<file path="src/rtl/fuzzy_pkg.sv">
// ----------------------------------------------------------------------------
// fuzzy_pkg
// Shared definitions for the fuzzy-processor input conditioning stage:
// sequencer state codes, the offset-binary zero point and the saturation limit.
// ----------------------------------------------------------------------------
package fuzzy_pkg;

    // Sequencer states
    typedef logic [1:0] state_t;
    localparam state_t ST_IDLE = 2'd0;
    localparam state_t ST_CALC = 2'd1;
    localparam state_t ST_RUN  = 2'd2;
    localparam state_t ST_GAP  = 2'd3;

    // Offset-binary zero: 128 encodes a signed value of 0
    localparam logic [7:0] ZERO_OFF = 8'd128;

    // Symmetric saturation limit applied before offset encoding
    localparam int SAT_MAX = 127;

endpackage

</file>
<file path="src/rtl/fuzzy_sat_off.sv">
// ----------------------------------------------------------------------------
// fuzzy_sat_off
// Combinational arithmetic-shift, saturate to [-SAT_MAX,+SAT_MAX] and
// offset-binary encode.
// Parameters: IN_W (input width, >= 8), SH (arithmetic right shift).
// Ports:
//   din  in  IN_W  signed input value
//   dsh  out IN_W  din >>> SH (before saturation)
//   dout out 8     saturated value + 128
// ----------------------------------------------------------------------------
module fuzzy_sat_off
    import fuzzy_pkg::*;
#(
    parameter int IN_W = 9,
    parameter int SH   = 0
) (
    input  logic signed [IN_W-1:0] din,
    output logic signed [IN_W-1:0] dsh,
    output logic        [7:0]      dout
);

    localparam logic signed [IN_W-1:0] SAT_HI = IN_W'(SAT_MAX);
    localparam logic signed [IN_W-1:0] SAT_LO = -SAT_HI;

    logic signed [IN_W-1:0] sat_s;

    // Shift, clamp, then move zero to 128; the clamped value fits in 8 bits,
    // so adding 128 modulo 256 is exact.
    always_comb begin
        dsh = din >>> SH;
        if (dsh > SAT_HI) begin
            sat_s = SAT_HI;
        end else if (dsh < SAT_LO) begin
            sat_s = SAT_LO;
        end else begin
            sat_s = dsh;
        end
        dout = sat_s[7:0] + ZERO_OFF;
    end

endmodule

</file>
<file path="src/rtl/fuzzy_entrada_erro.sv">
// ----------------------------------------------------------------------------
// fuzzy_entrada_erro
// Input conditioning for the type-2 fuzzy processor. Samples setpoint and
// measurement, computes error and change-of-error, encodes both as
// offset-binary crisp inputs, then holds EN_REGRAS high for N_REGRAS cycles
// followed by an N_GAP-cycle quiet gap.
// Optional feature: define FUZZY_ENTRADA_FILTRO_EN to pass the measurement
// through a 2-tap average (first sample after reset is taken unfiltered).
// Ports:
//   clk_0         in   1  clock, rising edge
//   Srst          in   1  asynchronous active-low reset
//   setpoint      in   8  unsigned reference
//   medida        in   8  unsigned plant measurement
//   medida_valid  in   1  strobe: setpoint/medida valid
//   Entrada_01    out  8  error, offset-binary
//   Entrada_02    out  8  change-of-error, offset-binary
//   EN_REGRAS     out  1  inference enable
//   pronto        out  1  ready to accept a sample
//   overrun       out  8  saturating count of dropped strobes
// ----------------------------------------------------------------------------
module fuzzy_entrada_erro
    import fuzzy_pkg::*;
#(
    parameter int N_REGRAS = 32,
    parameter int N_GAP    = 4,
    parameter int SH_ERRO  = 0,
    parameter int SH_DERRO = 0
) (
    input  logic       clk_0,
    input  logic       Srst,
    input  logic [7:0] setpoint,
    input  logic [7:0] medida,
    input  logic       medida_valid,
    output logic [7:0] Entrada_01,
    output logic [7:0] Entrada_02,
    output logic       EN_REGRAS,
    output logic       pronto,
    output logic [7:0] overrun
);

    localparam int N_MAX = (N_REGRAS > N_GAP) ? N_REGRAS : N_GAP;
    localparam int CNT_W = $clog2(N_MAX + 1);
    localparam logic [CNT_W-1:0] RUN_LAST = CNT_W'(N_REGRAS - 1);
    localparam logic [CNT_W-1:0] GAP_LAST = CNT_W'(N_GAP - 1);

    state_t             state_q,    state_d;
    logic [CNT_W-1:0]   cnt_q,      cnt_d;
    logic [7:0]         sp_q,       sp_d;
    logic [7:0]         pv_q,       pv_d;
    logic signed [8:0]  err_prev_q, err_prev_d;
    logic               first_q,    first_d;
    logic [7:0]         ent1_q,     ent1_d;
    logic [7:0]         ent2_q,     ent2_d;
    logic               en_q,       en_d;
    logic               pronto_q,   pronto_d;
    logic [7:0]         ovr_q,      ovr_d;

    logic [7:0]         pv_new_s;
    logic signed [8:0]  e_raw_s,  e_sh_s;
    logic signed [9:0]  de_raw_s, de_sh_s;
    logic [7:0]         e_enc_s,  de_enc_s;

`ifdef FUZZY_ENTRADA_FILTRO_EN
    logic [7:0] med_prev_q, med_prev_d;
    logic [8:0] pv_sum_s;

    // Rounded 2-tap average of the raw measurement; bypassed on the first sample
    always_comb begin
        pv_sum_s = {1'b0, medida} + {1'b0, med_prev_q} + 9'd1;
        if (first_q) begin
            pv_new_s = medida;
        end else begin
            pv_new_s = pv_sum_s[8:1];
        end
    end

    // Previous raw measurement, advanced only on accepted samples
    always_ff @(posedge clk_0 or negedge Srst) begin
        if (!Srst) begin
            med_prev_q <= 8'd0;
        end else begin
            med_prev_q <= med_prev_d;
        end
    end
`else
    assign pv_new_s = medida;
`endif

    // Error and change-of-error; the difference of two 9-bit values needs 10 bits
    always_comb begin
        e_raw_s = $signed({1'b0, sp_q}) - $signed({1'b0, pv_q});
        if (first_q) begin
            de_raw_s = 10'sd0;
        end else begin
            de_raw_s = $signed({e_sh_s[8], e_sh_s}) - $signed({err_prev_q[8], err_prev_q});
        end
    end

    fuzzy_sat_off #(.IN_W(9), .SH(SH_ERRO)) u_sat_erro (
        .din  (e_raw_s),
        .dsh  (e_sh_s),
        .dout (e_enc_s)
    );

    fuzzy_sat_off #(.IN_W(10), .SH(SH_DERRO)) u_sat_derro (
        .din  (de_raw_s),
        .dsh  (de_sh_s),
        .dout (de_enc_s)
    );

    // Sequencer next-state and datapath register updates
    always_comb begin
        state_d    = state_q;
        cnt_d      = cnt_q;
        sp_d       = sp_q;
        pv_d       = pv_q;
        err_prev_d = err_prev_q;
        first_d    = first_q;
        ent1_d     = ent1_q;
        ent2_d     = ent2_q;
        en_d       = en_q;
        pronto_d   = pronto_q;
`ifdef FUZZY_ENTRADA_FILTRO_EN
        med_prev_d = med_prev_q;
`endif
        case (state_q)
            ST_IDLE: begin
                if (medida_valid) begin
                    sp_d     = setpoint;
                    pv_d     = pv_new_s;
                    pronto_d = 1'b0;
                    state_d  = ST_CALC;
`ifdef FUZZY_ENTRADA_FILTRO_EN
                    med_prev_d = medida;
`endif
                end else begin
                    state_d = ST_IDLE;
                end
            end
            ST_CALC: begin
                ent1_d     = e_enc_s;
                ent2_d     = de_enc_s;
                err_prev_d = e_sh_s;
                first_d    = 1'b0;
                en_d       = 1'b1;
                cnt_d      = {CNT_W{1'b0}};
                state_d    = ST_RUN;
            end
            ST_RUN: begin
                if (cnt_q == RUN_LAST) begin
                    en_d    = 1'b0;
                    cnt_d   = {CNT_W{1'b0}};
                    state_d = ST_GAP;
                end else begin
                    cnt_d = cnt_q + {{(CNT_W-1){1'b0}}, 1'b1};
                end
            end
            ST_GAP: begin
                if (cnt_q == GAP_LAST) begin
                    pronto_d = 1'b1;
                    cnt_d    = {CNT_W{1'b0}};
                    state_d  = ST_IDLE;
                end else begin
                    cnt_d = cnt_q + {{(CNT_W-1){1'b0}}, 1'b1};
                end
            end
            default: begin
                en_d     = 1'b0;
                pronto_d = 1'b1;
                cnt_d    = {CNT_W{1'b0}};
                state_d  = ST_IDLE;
            end
        endcase
    end

    // Strobes arriving while busy are dropped and counted, saturating at 255
    always_comb begin
        if (medida_valid && (state_q != ST_IDLE) && (ovr_q != 8'd255)) begin
            ovr_d = ovr_q + 8'd1;
        end else begin
            ovr_d = ovr_q;
        end
    end

    // State and output registers
    always_ff @(posedge clk_0 or negedge Srst) begin
        if (!Srst) begin
            state_q    <= ST_IDLE;
            cnt_q      <= {CNT_W{1'b0}};
            sp_q       <= 8'd0;
            pv_q       <= 8'd0;
            err_prev_q <= 9'sd0;
            first_q    <= 1'b1;
            ent1_q     <= ZERO_OFF;
            ent2_q     <= ZERO_OFF;
            en_q       <= 1'b0;
            pronto_q   <= 1'b1;
            ovr_q      <= 8'd0;
        end else begin
            state_q    <= state_d;
            cnt_q      <= cnt_d;
            sp_q       <= sp_d;
            pv_q       <= pv_d;
            err_prev_q <= err_prev_d;
            first_q    <= first_d;
            ent1_q     <= ent1_d;
            ent2_q     <= ent2_d;
            en_q       <= en_d;
            pronto_q   <= pronto_d;
            ovr_q      <= ovr_d;
        end
    end

    assign Entrada_01 = ent1_q;
    assign Entrada_02 = ent2_q;
    assign EN_REGRAS  = en_q;
    assign pronto     = pronto_q;
    assign overrun    = ovr_q;

endmodule
</file>
<file path="config.mk">
export PLATFORM = sky130hd
export DESIGN_NAME = fuzzy_entrada_erro
export DESIGN_NICKNAME = d
export VERILOG_FILES = /design/src/rtl/fuzzy_pkg.sv /design/src/rtl/fuzzy_sat_off.sv /design/src/rtl/fuzzy_entrada_erro.sv
export SDC_FILE = /design/constraint.sdc
export NUM_CORES = 1
export LEC_CHECK = 0
export CAP_MARGIN = 20
export CORE_MARGIN = 8
export CORE_UTILIZATION = 55
export DETAILED_ROUTE_END_ITERATION = 16
export PLACE_DENSITY = 0.79
export SLEW_MARGIN = 40
export SYNTH_ARGS = -nofsm -noshare
export SYNTH_HDL_FRONTEND = slang
export SYNTH_SLANG_ARGS = --single-unit
export TNS_END_PERCENT = 50
</file>
<file path="constraint.sdc">
create_clock -name clk_0 -period 4 [get_ports clk_0]
set_input_delay 0.6 -clock clk_0 [delete_from_list [all_inputs] [get_ports clk_0]]
set_output_delay 0.6 -clock clk_0 [all_outputs]
set_load 0.02 [all_outputs]
</file>
; Yosys cells after proc, flatten, opt, wreduce, memory -nomap -nowiden
; Index checks and enable logic that the tools add are counted.
[classes]
addsub = 6
multipliers = 0
div_mod_pow = 0
order_cmp = 4
n_eq_ne = 9
n_shift = 0
n_mux = 17
bitwise = 0
n_reduce_logical = 11
[ops]
columns = op, count
row1 = $mux 8, 4
row2 = $pmux 6 s3, 1
row3 = $add 8x8->8 const B, 2
row4 = $mux 6, 2
row5 = $gt 10x8->1 const B, 1
row6 = $lt 10x8->1 const B, 1
row7 = $mux 10, 1
row8 = $sub 9x9->10, 1
row9 = $gt 9x8->1 const B, 1
row10 = $lt 9x8->1 const B, 1
row11 = $sub 8x8->9, 1
row12 = $add 8x1->8 const B, 1
row13 = $ne 8x8->1 const B, 1
row14 = $pmux 2 s4, 1
row15 = $add 6x1->6 const B, 1
row16 = $eq 6x2->1 const B, 1
row17 = $eq 6x5->1 const B, 1
row18 = $ne 2x2->1 const B, 3
row19 = $reduce_and 2->1, 3
row20 = $reduce_bool 2->1, 3
row21 = $eq 2x2->1 const B, 2
row22 = $mux 1, 4
row23 = $mux 2, 2
row24 = $pmux 1 s2, 2
row25 = 5 further kinds, 6
[totals]
register_bits = 60
latchBits = 0
ram_bits = 0
romBits = 0
inputBits = 19
out_inout_bits = 26
wordCells = 58
mem_count = 0

; Logic depth before layout (Yosys ltp)
; Gate-level depths: netlist (run 1).
[logic_depth]
ltp_word = 7
mapped_depth = 14
mapped_depth_nobuf = 14

; By module
; From an unflattened synthesis (run 1), not the netlist that was laid out.
[hier_totals]
hier_cells = 364
hier_area_um2 = 3668.5
[modules_own_cells]
columns = mod, n_inst, cells_per_inst, area_per_inst_um2, seq_area_each_um2
row1 = fuzzy_entrada_erro, 1, 299, 3235.6, 1506.4
row2 = fuzzy_sat_off (u_sat_derro), 1, 44, 259.0, 0.0
row3 = fuzzy_sat_off (u_sat_erro), 1, 21, 173.9, 0.0

; Worst setup path before layout (run 1)
; OpenSTA, ideal clock, no wires.
[synth_path]
path_type = reg-to-reg
startpoint = register sp_q[0]
endpoint = register ent2_q[0] (netlist: Entrada_02[0])
setup_ps = 120
arrival_ps = 3160
required_time_ps = 3880
slack_ps = 720
stages_incl_launch_ff = 15
n_path_buf = 1
synth_period_minus_slack_ps = 3280
path_cell_list = dfrtp_1 > inv_1 > ha_1 > fa_1 > nand2b_1 > a21oi_1 > xor2_1 > ha_1 > clkbuf_1 > nand3_1 > o22ai_1 > mux2i_1 > nand2_1 > or4b_1 > o211a_1
[synth_via]
elab_chain_cells = 7
elab_cells_between_ends = 8
cone_classes = add/sub (3) / order compare (2) / mux (3)
[synth_lines]
columns = element, line
row1 = start: declaration, fuzzy_entrada_erro.sv:48  ; logic [7:0] sp_q, sp_d;
row2 = start signal: assignment, fuzzy_entrada_erro.sv:202  ; sp_q <= sp_d;
row3 = $sub 8x8->9 *, fuzzy_entrada_erro.sv:91  ; e_raw_s = $signed({1'b0, sp_q}) - $signed({1'b0, pv_q});
row4 = via e_raw_s[4], fuzzy_entrada_erro.sv:59  ; logic signed [8:0] e_raw_s, e_sh_s;
row5 = $sub 9x9->10 *, fuzzy_entrada_erro.sv:95  ; de_raw_s = $signed({e_sh_s[8], e_sh_s}) - $signed({err_prev_q[8], err_prev_q});
row6 = $mux 10 *, fuzzy_entrada_erro.sv:92  ; if (first_q) begin
row7 = $lt 10x8->1, fuzzy_sat_off.sv:33  ; end else if (dsh < SAT_LO) begin
row8 = $mux 8, fuzzy_sat_off.sv:33
row9 = $mux 8 *, fuzzy_sat_off.sv:31  ; if (dsh > SAT_HI) begin
row10 = $add 8x8->8 *, fuzzy_sat_off.sv:38  ; dout = sat_s[7:0] + ZERO_OFF;
row11 = end signal: assignment, fuzzy_entrada_erro.sv:207  ; ent2_q <= ent2_d;
row12 = end: declaration, fuzzy_entrada_erro.sv:53  ; logic [7:0] ent2_q, ent2_d;
; The timed path passes the listed nets; every way through them passes the cells marked *.
; A chain may end at the register's enable or synchronous reset.

; Worst setup path after layout (run 1)
[layout_path]
startpoint = register sp_q[0]
endpoint = register ent2_q[6] (netlist: Entrada_02[6])
; The elaborated chain is that of the path after synthesis.

==> results.ini, run 1 <==
[outcome]
status = completed

[yosys]
yosysUniqueCellTypes = 52
synth_edf_count = 0
synth-async-reset-ratio_pct = 100.0
ys_ff_latch = 60
synth_top_area_share_pct = 39.80
yosysWarnings = 0
synth_area_leader_cell = dfrtp_1
synth_area_um2 = 3521
syn_nets = 405
yosys-top-cells-count = 56 x dfrtp_1, 34 x inv_1, 34 x nand2_1
netlist_instances = 360
yosysSeqAreaShare_pct = 42.79
ys.flop_type = dfrtp_1
synthMostInstantiatedCell = dfrtp_1
syn_avg_cell_area_um2 = 9.780
synthTopCellsByArea = dfrtp_1 40%, ha_1 8.5%, mux2_2 5.8%

[clock_network]
cts.path.max_buffers = 2
clkLatencyLatePin_ns = 0.34
post_cts_resized = 0
cts_tree = built
cts_root_buf = clkbuf_8
cts.clk_slew.worst_paths_ns = 0.08
cts_sinks = 60
post_cts_buffers = 0
cts_made_buffers = 9
htreeDepth = 3
hold_buffers = 0

[detailed_routing]
ant_nets = 0
drt_wl_total_um = 7465
wl_per_cell_um = 15.11
vias = 2818
dr.first_iter.drc_count = 202
drtPass1Iterations = 4
drc = 0
via_per_inst = 5.704

[setup_path]
rr_worst_depth = 13
endpoint_kind = flip-flop
regToRegStartpoint = sp_q[0]
reg2reg_to = Entrada_02[6]
critPathSlowestCell = fa_1
crit_buf_inv = 1
cp-startpoint = sp_q[0]
endpoint = Entrada_02[6]
path_class = flip-flop to flip-flop
cp_top_family = compound AO/OA/AOI/OAI gates
cp_slowest_stage_delay_ns = 0.40
crit_arrival_ns = 3.77
cp.required_ns = 4.19
critPathLaunchType = flip-flop
rrSetupSlack_ns = 0.42
worstPathMaxFanout = 8
crit_cells = 13
cp_cell_sequence = inv_1 > ha_1 > fa_1 > nand2b_1 > a21oi_1 > xor2_1 > ha_1 > a21oi_1 > o22ai_1 > mux2i_1 > nand2_1 > o211ai_1 > o311ai_0

[timing]
period_share_pct = 89.49
fin_crit_ns = 3.579
setup_ws_ns = 0.4206
rsz0062_at_grt = false
finClkSkew_ns = 0.009320
tns_ns = 0
relSlewSlack_pct = 52.63
drv_slew = 0
worst_pin_slew_ns = 0.7088
clock.fmax_mhz = 279.4
timing.final.hold_violations = 0
setup_violations = 0

[placed_design]
pre_cts_ws_ns = 0.5150
io_buffers = 44
gp_congestion = 0.8101
hpwl_um = 5501

[floorplan]
die_w_um = 96.01
dieArea_um2 = 9218
start_util_pct = 56.09
die_h_um = 96.01
core_um2 = 6277
ios = 45
rows = 29

[layout]
drive_gt1_share_pct = 12.71
fill_cells = 493
area_growth_syn_to_layout_pct = 21.85
final_nets = 457
antenna_cells = 0

[global_route]
grt_pass1_wl_um = 12650
grt_max_degree = 34
antenna_found_initial = 0
track_usage_pct = 17.45
grt_pass1_vias = 2878
overflow = 0

[hold_path]
hold_class = input pin to asynchronous set/reset pin

[flow_run]
drv_cap = 0

sequential cells by signal, summed over array words and instances (netlist names):
signal and count:
err_prev_q 9, Entrada_01 8, Entrada_02 8, overrun 8, pv_q 8, sp_q 8
cnt_q 6, state_q 2, EN_REGRAS 1, first_q 1, pronto 1
cell families (layout without fill, tap and decap cells):
| family | count (synthesis) | in the layout | share of synthesized area, % |
|---|---|---|---|
| XOR/XNOR | 18 | 18 | 4.478 |
| buffers and inverters | 42 | 99 | 4.584 |
| AO/OA/AOI/OAI | 95 | 95 | 18.44 |
| multiplexers | 21 | 21 | 6.610 |
| flip-flops | 60 | 60 | 42.79 |
| adder cells (fa/ha/maj) | 27 | 27 | 9.950 |
| AND/OR/NAND/NOR | 97 | 97 | 13.15 |
final cells by class:
class / instances / area [um2] / area share, %
Multi-Input combinational cell: 258 / 1859 / 43.34
Inverter: 34 / 127.6 / 2.975
Clock buffer: 10 / 137.6 / 3.208
Sequential cell: 60 / 1506 / 35.11
Clock inverter: 6 / 87.58 / 2.041
Timing Repair Buffer: 49 / 475.5 / 11.08
Tap cell: 77 / 96.34 / 2.246
placed cells by master (no fill, tap or decap), drive strengths merged, types with 3 or more instances in the layout:
cell type / synthesis / routed
buf: 1 / 6
o21a: 3 / 3
nand3: 5 / 5
mux2: 18 / 18
or4: 3 / 3
o311ai: 3 / 3
xnor2: 9 / 9
a32oi: 4 / 4
nand2: 34 / 34
o31ai: 4 / 4
nor2: 25 / 25
o211ai: 10 / 10
a21oi: 17 / 17
o21ai: 25 / 25
o2bb2ai: 4 / 4
nand2b: 11 / 11
inv: 34 / 34
dfrtp: 56 / 56
mux2i: 3 / 3
nand4: 4 / 4
clkbuf: 7 / 10
xor2: 9 / 9
clkinvlp: 0 / 3
nor3: 5 / 5
a31oi: 6 / 6
ha: 24 / 24
dfstp: 4 / 4
clkdlybuf4s50: 0 / 43
a21o: 3 / 3
per-layer routing:
layer	share of wire, %	routed length (um)	GRT usage (%)	up-vias
met5	0	0	0	-
met4	2.2	167	9.859	0
met3	4.8	361	3.588	16
met2	49	3646	28.83	78
met1	44	3290	20.71	1336
li1	-	-	-	1388
stage by stage:
step / instances / utilization (%) / hold slack [ns] / cell area [um2]
after floorplan: 360 / - / 0.3044 / 3521
after global placement: 478 / 64.62 / 0.4771 / 4056
after detailed placement: 478 / 64.62 / 0.4792 / 4056
after CTS: 494 / 68.21 / 0.3311 / 4282
after global routing: 494 / 68.35 / 0.2244 / 4290
final: 494 / 68.35 / 0.1859 / 4290
worst min-delay path by stage:
stage,from,endpoint,cells after the start
finish,Srst,err_prev_q[8],1
global route,Srst,err_prev_q[8],1
CTS,Srst,err_prev_q[8],1
detailed placement,Entrada_01[5],Entrada_01[5],1
global placement,Entrada_01[4],Entrada_01[4],1
floorplan,Srst,EN_REGRAS,0
Power of run 1 is not shown: default switching activity piles up to over one toggle a cycle in this logic, so the estimate is an artifact.
==> run 2: changes to the inputs <==
- CELL_PAD_IN_SITES_DETAIL_PLACEMENT: default -> 0
- CELL_PAD_IN_SITES_GLOBAL_PLACEMENT: default -> 2
- CORE_UTILIZATION: 55 -> 35
- PLACE_DENSITY: 0.79 -> default
- PLACE_DENSITY_LB_ADDON: default -> 0.1
==> run 2 against run 1 <==
- register-to-register slack worse by 0.03 ns
- critical path depth increased by 1
- clock skew is 0.0019 ns higher
- final area up 1.6%
- worst setup slack worse by 0.034 ns
==> results.ini, run 2 (synthesized netlist as in run 1, its figures left out) <==
[setup_path]
regToRegStartpoint = sp_q[0]  ; unchanged
cp_top_family = compound AO/OA/AOI/OAI gates  ; unchanged
cp_cell_sequence = inv_1 > ha_1 > fa_1 > nand2b_1 > nand2b_1 > nand4_1 > a31oi_1 > ha_1 > o21ai_0 > nor2_1 > mux2i_1 > nand2_1 > o211ai_1 > o311ai_0  ; was inv_1 > ha_1 > fa_1 > nand2b_1 > a21oi_1 > xor2_1 > ha_1 > a21oi_1 > o22ai_1 > mux2i_1 > nand2_1 > o211ai_1 > o311ai_0
endpoint_kind = flip-flop  ; unchanged
cp.required_ns = 4.16  ; was 4.19 ns
path_class = flip-flop to flip-flop  ; unchanged
worstPathMaxFanout = 6  ; was 8
rr_worst_depth = 14  ; was 13
crit_buf_inv = 1  ; unchanged
critPathLaunchType = flip-flop  ; unchanged
crit_arrival_ns = 3.77  ; about the same
rrSetupSlack_ns = 0.39  ; was 0.42 ns
critPathSlowestCell = fa_1  ; unchanged
reg2reg_to = Entrada_02[6]  ; unchanged
cp_slowest_stage_delay_ns = 0.40  ; about the same

[floorplan]
die_h_um = 116.3  ; was 96.01 um
ios = 45  ; unchanged
dieArea_um2 = 13520  ; was 9218 um2
rows = 36  ; was 29
start_util_pct = 36.02  ; was 56.09%
core_um2 = 9774  ; was 6277 um2
die_w_um = 116.3  ; was 96.01 um

[placed_design]
hpwl_um = 5919  ; was 5501 um
io_buffers = 44  ; unchanged
gp_congestion = 0.7471  ; was 0.8101

[global_route]
grt_pass1_wl_um = 13790  ; was 12650 um
track_usage_pct = 12.87  ; was 17.45%
grt_pass1_vias = 2851  ; was 2878
overflow = 0  ; unchanged
grt_max_degree = 41  ; was 34
antenna_found_initial = 0  ; unchanged

[detailed_routing]
vias = 2733  ; was 2818
via_per_inst = 4.942  ; was 5.704
dr.first_iter.drc_count = 82  ; was 202
drc = 0  ; unchanged
ant_nets = 0  ; unchanged
drt_wl_total_um = 7964  ; was 7465 um
drtPass1Iterations = 4  ; unchanged
wl_per_cell_um = 14.40  ; was 15.11 um

[layout]
layout_common_cells = 56 x dfrtp_1, 43 x clkdlybuf4s50_1, 34 x inv_1, 34 x nand2_1, 25 x nor2_1  ; unchanged
antenna_cells = 0  ; unchanged
drive_gt1_share_pct = 13.10  ; was 12.71%
fill_cells = 1009  ; was 493
area_growth_syn_to_layout_pct = 23.84  ; was 21.85%
final_nets = 460  ; was 457
largest_reg_flops = 9  ; unchanged
final_common_cell = dfrtp_1  ; unchanged
regMostFlops = err_prev_q  ; unchanged

[clock_network]
cts_root_buf = clkbuf_8  ; unchanged
cts_tree = built  ; unchanged
cts.clk_slew.worst_paths_ns = 0.07  ; was 0.08 ns
cts.path.max_buffers = 2  ; unchanged
cts_made_buffers = 9  ; unchanged
cts_sinks = 60  ; unchanged
hold_buffers = 0  ; unchanged
post_cts_resized = 0  ; unchanged
htreeDepth = 3  ; unchanged
post_cts_buffers = 0  ; unchanged
clkLatencyLatePin_ns = 0.33  ; was 0.34 ns

[flow_run]
drv_cap = 0  ; unchanged

[timing]
timing.final.hold_violations = 0  ; unchanged
rsz0062_at_grt = false  ; unchanged
clock.fmax_mhz = 276.8  ; was 279.4 MHz
relSlewSlack_pct = 50.55  ; was 52.63%
drv_slew = 0  ; unchanged
period_share_pct = 90.33  ; was 89.49%
setup_violations = 0  ; unchanged
tns_ns = 0  ; unchanged
finClkSkew_ns = 0.01119  ; was 0.009320 ns
worst_pin_slew_ns = 0.7399  ; was 0.7088 ns
fin_crit_ns = 3.613  ; was 3.579 ns

[outcome]
status = completed  ; unchanged

[hold_path]
hold_class = input pin to asynchronous set/reset pin  ; unchanged

==> run 2: layout make-up <==
type,count,area [um2],share of cell area (%)
multi-input cells,258,1859,42.64
clock inverters,4,47.55,1.090
clock buffers,12,155.1,3.558
flip-flops and latches,60,1506,34.55
inverters,34,127.6,2.927
repair buffers,52,498.0,11.42
well taps,133,166.4,3.816
==> run 2: worst max-delay path by stage <==
stage	start	end	cells past startpoint
after floorplan	sp_q[0]	Entrada_02[0]	14
after global placement	sp_q[0]	Entrada_02[6]	14
after detailed placement	sp_q[0]	Entrada_02[6]	14
after CTS	sp_q[0]	Entrada_02[6]	14
after global routing	sp_q[0]	Entrada_02[6]	13
final	sp_q[0]	Entrada_02[6]	14
==> run 2: stage by stage <==
step | util (%) | setup WS [ns] | hold slack [ns] | std cells | cell area (um2)
6_report | 44.61 | 0.3867 | 0.2385 | 553 | 4360
5_1_grt | 44.61 | 0.1086 | 0.2630 | 553 | 4360
4_1_cts | 44.55 | 0.3871 | 0.2503 | 553 | 4354
3_5_place_dp | 42.47 | 0.4151 | 0.4738 | 537 | 4151
3_3_place_gp | 42.45 | 0.4559 | 0.4764 | 537 | 4149
2_1_floorplan | - | 0.7197 | 0.3044 | 360 | 3521
==> run 2: metal layers <==
layer,part of all wire [%],wire (um),GRT usage (%)
met2,44,3523,19.26
met4,1.3,101,4.322
met1,51,4029,17.45
met3,3.9,310,3.516
met5,0,0,0
Power of run 2 is left out for the same reason.
==> run 3: changes to the inputs <==
- PLACE_DENSITY: default -> 0.84
- PLACE_DENSITY_LB_ADDON: 0.1 -> default
==> run 3 against run 2 <==
- maximum frequency rose by 0.89%
- sequential cell count did not move
- final cell count fell by 0.18%
- final area fell by 0.92%
- worst setup slack improved by 0.032 ns
- register-to-register slack improved by 0.03 ns
- first-iteration DRC count rose by 4.9%
- global-route usage fell by 0.33 points
- critical path depth did not move
- via count rose by 1.6%
- critical path type unchanged
- critical endpoint unchanged
==> results.ini, run 3 (synthesized netlist as in run 1, its figures left out) <==
[clock_network]
cts_tree = built  ; unchanged
cts.path.max_buffers = 2  ; unchanged
post_cts_resized = 0  ; unchanged
cts.clk_slew.worst_paths_ns = 0.07  ; about the same
cts_sinks = 60  ; unchanged
post_cts_buffers = 0  ; unchanged
htreeDepth = 3  ; unchanged
cts_made_buffers = 9  ; unchanged
clkLatencyLatePin_ns = 0.33  ; about the same
hold_buffers = 0  ; unchanged
cts_root_buf = clkbuf_8  ; unchanged

[floorplan]
dieArea_um2 = 13520  ; unchanged
die_h_um = 116.3  ; unchanged
start_util_pct = 36.02  ; unchanged
die_w_um = 116.3  ; unchanged
ios = 45  ; unchanged
core_um2 = 9774  ; unchanged
rows = 36  ; unchanged

[detailed_routing]
wl_per_cell_um = 14.05  ; was 14.40 um
drtPass1Iterations = 4  ; unchanged
drc = 0  ; unchanged
ant_nets = 0  ; unchanged
dr.first_iter.drc_count = 86  ; was 82
via_per_inst = 5.031  ; was 4.942
vias = 2777  ; was 2733
drt_wl_total_um = 7758  ; was 7964 um

[global_route]
grt_pass1_wl_um = 13550  ; was 13790 um
grt_pass1_vias = 2948  ; was 2851
track_usage_pct = 12.53  ; was 12.87%
grt_max_degree = 39  ; was 41
overflow = 0  ; unchanged
antenna_found_initial = 0  ; unchanged

[setup_path]
critPathLaunchType = flip-flop  ; unchanged
crit_arrival_ns = 3.76  ; was 3.77 ns
cp_cell_sequence = inv_1 > ha_1 > fa_1 > nand2b_1 > a21oi_1 > o21a_1 > inv_1 > ha_1 > nand2b_1 > nand2b_1 > o311a_1 > nand2_1 > o211ai_1 > o311ai_0  ; was inv_1 > ha_1 > fa_1 > nand2b_1 > nand2b_1 > nand4_1 > a31oi_1 > ha_1 > o21ai_0 > nor2_1 > mux2i_1 > nand2_1 > o211ai_1 > o311ai_0
critPathSlowestCell = fa_1  ; unchanged
rr_worst_depth = 14  ; unchanged
worstPathMaxFanout = 6  ; unchanged
cp.required_ns = 4.17  ; was 4.16 ns
endpoint_kind = flip-flop  ; unchanged
cp_slowest_stage_delay_ns = 0.40  ; about the same
path_class = flip-flop to flip-flop  ; unchanged
crit_top_cell = nand2b_1

[timing]
worst_pin_slew_ns = 0.7291  ; was 0.7399 ns
period_share_pct = 89.54  ; was 90.33%
fin_crit_ns = 3.582  ; was 3.613 ns
setup_violations = 0  ; unchanged
relSlewSlack_pct = 51.27  ; was 50.55%
tns_ns = 0  ; unchanged
finClkSkew_ns = 0.005737  ; was 0.01119 ns
setup_ws_ns = 0.4184  ; was 0.3867 ns
drv_slew = 0  ; unchanged
clock.fmax_mhz = 279.2  ; was 276.8 MHz
timing.final.hold_violations = 0  ; unchanged
rsz0062_at_grt = false  ; unchanged

[placed_design]
gp_congestion = 0.8268  ; was 0.7471
hpwl_um = 5939  ; was 5919 um
io_buffers = 44  ; unchanged
pre_cts_ws_ns = 0.4577  ; was 0.4151 ns

[layout]
layout_common_cells = 56 x dfrtp_1, 43 x clkdlybuf4s50_1, 34 x inv_1, 34 x nand2_1, 25 x nor2_1  ; unchanged
drive_gt1_share_pct = 12.65  ; was 13.10%
regMostFlops = err_prev_q  ; unchanged
antenna_cells = 0  ; unchanged
final_common_cell = dfrtp_1  ; unchanged
largest_reg_flops = 9  ; unchanged
fill_cells = 975  ; was 1009
area_growth_syn_to_layout_pct = 22.71  ; was 23.84%
final_nets = 459  ; was 460

[flow_run]
drv_cap = 0  ; unchanged

[outcome]
status = completed  ; unchanged

[hold_path]
hold_class = input pin to asynchronous set/reset pin  ; unchanged

-- run 3: cell types whose count changed in the layout (fill, tap and decap cells not counted), sizes merged --
cell and change:
bufinv -1, clkinvlp +1, buf -1
-- run 3: final cells by class --
class | count | area, um2 | share of cell area [%]
tap | 133 | 166.4 | 3.852
multi-input combinational | 258 | 1859 | 43.04
clock buffer | 12 | 145.1 | 3.359
timing repair buffer | 51 | 490.5 | 11.35
inverter | 34 | 127.6 | 2.954
clock inverter | 4 | 25.02 | 0.5792
sequential | 60 | 1506 | 34.87
-- run 3: path summary, 6_finish.rpt --
kind	from	to	slack (ns)
worst max register to register	sp_q[0]	Entrada_02[6]	0.42
worst min-delay path	Srst	err_prev_q[7]	0.22
max in group asynchronous	Srst	pronto	3.04
worst min register to register	Entrada_01[3]	Entrada_01[3]	0.49
min in group clk_0	Entrada_01[3]	Entrada_01[3]	0.49
worst max-delay path	sp_q[0]	Entrada_02[6]	0.42
-- run 3: stage by stage --
stage	cells	utilization [%]	instance area, um2	hold slack (ns)
floorplan	360	-	3521	0.3044
global placement	536	42.37	4141	0.4745
detailed placement	536	42.40	4144	0.4771
CTS	552	44.14	4314	0.2298
global route	552	44.20	4320	0.2552
finish	552	44.20	4320	0.2178
-- run 3: layer usage --
layer	part of all wire, %	vias up	global-route usage [%]
li1	-	1394	-
met1	49	1315	15.44
met2	45	54	19.49
met3	5.1	14	4.033
met4	1.5	0	5.877
met5	0	-	0
-- run 3: worst max-delay path: cells and delay by family, from the launching register on --
family          cells  cell delay, ns
simple gates        4            0.51
buf+inv             2            0.19
flops               1            0.34
fa+ha+maj           3            0.98
compound gates      5            1.40
Power of run 3 is left out for the same reason.
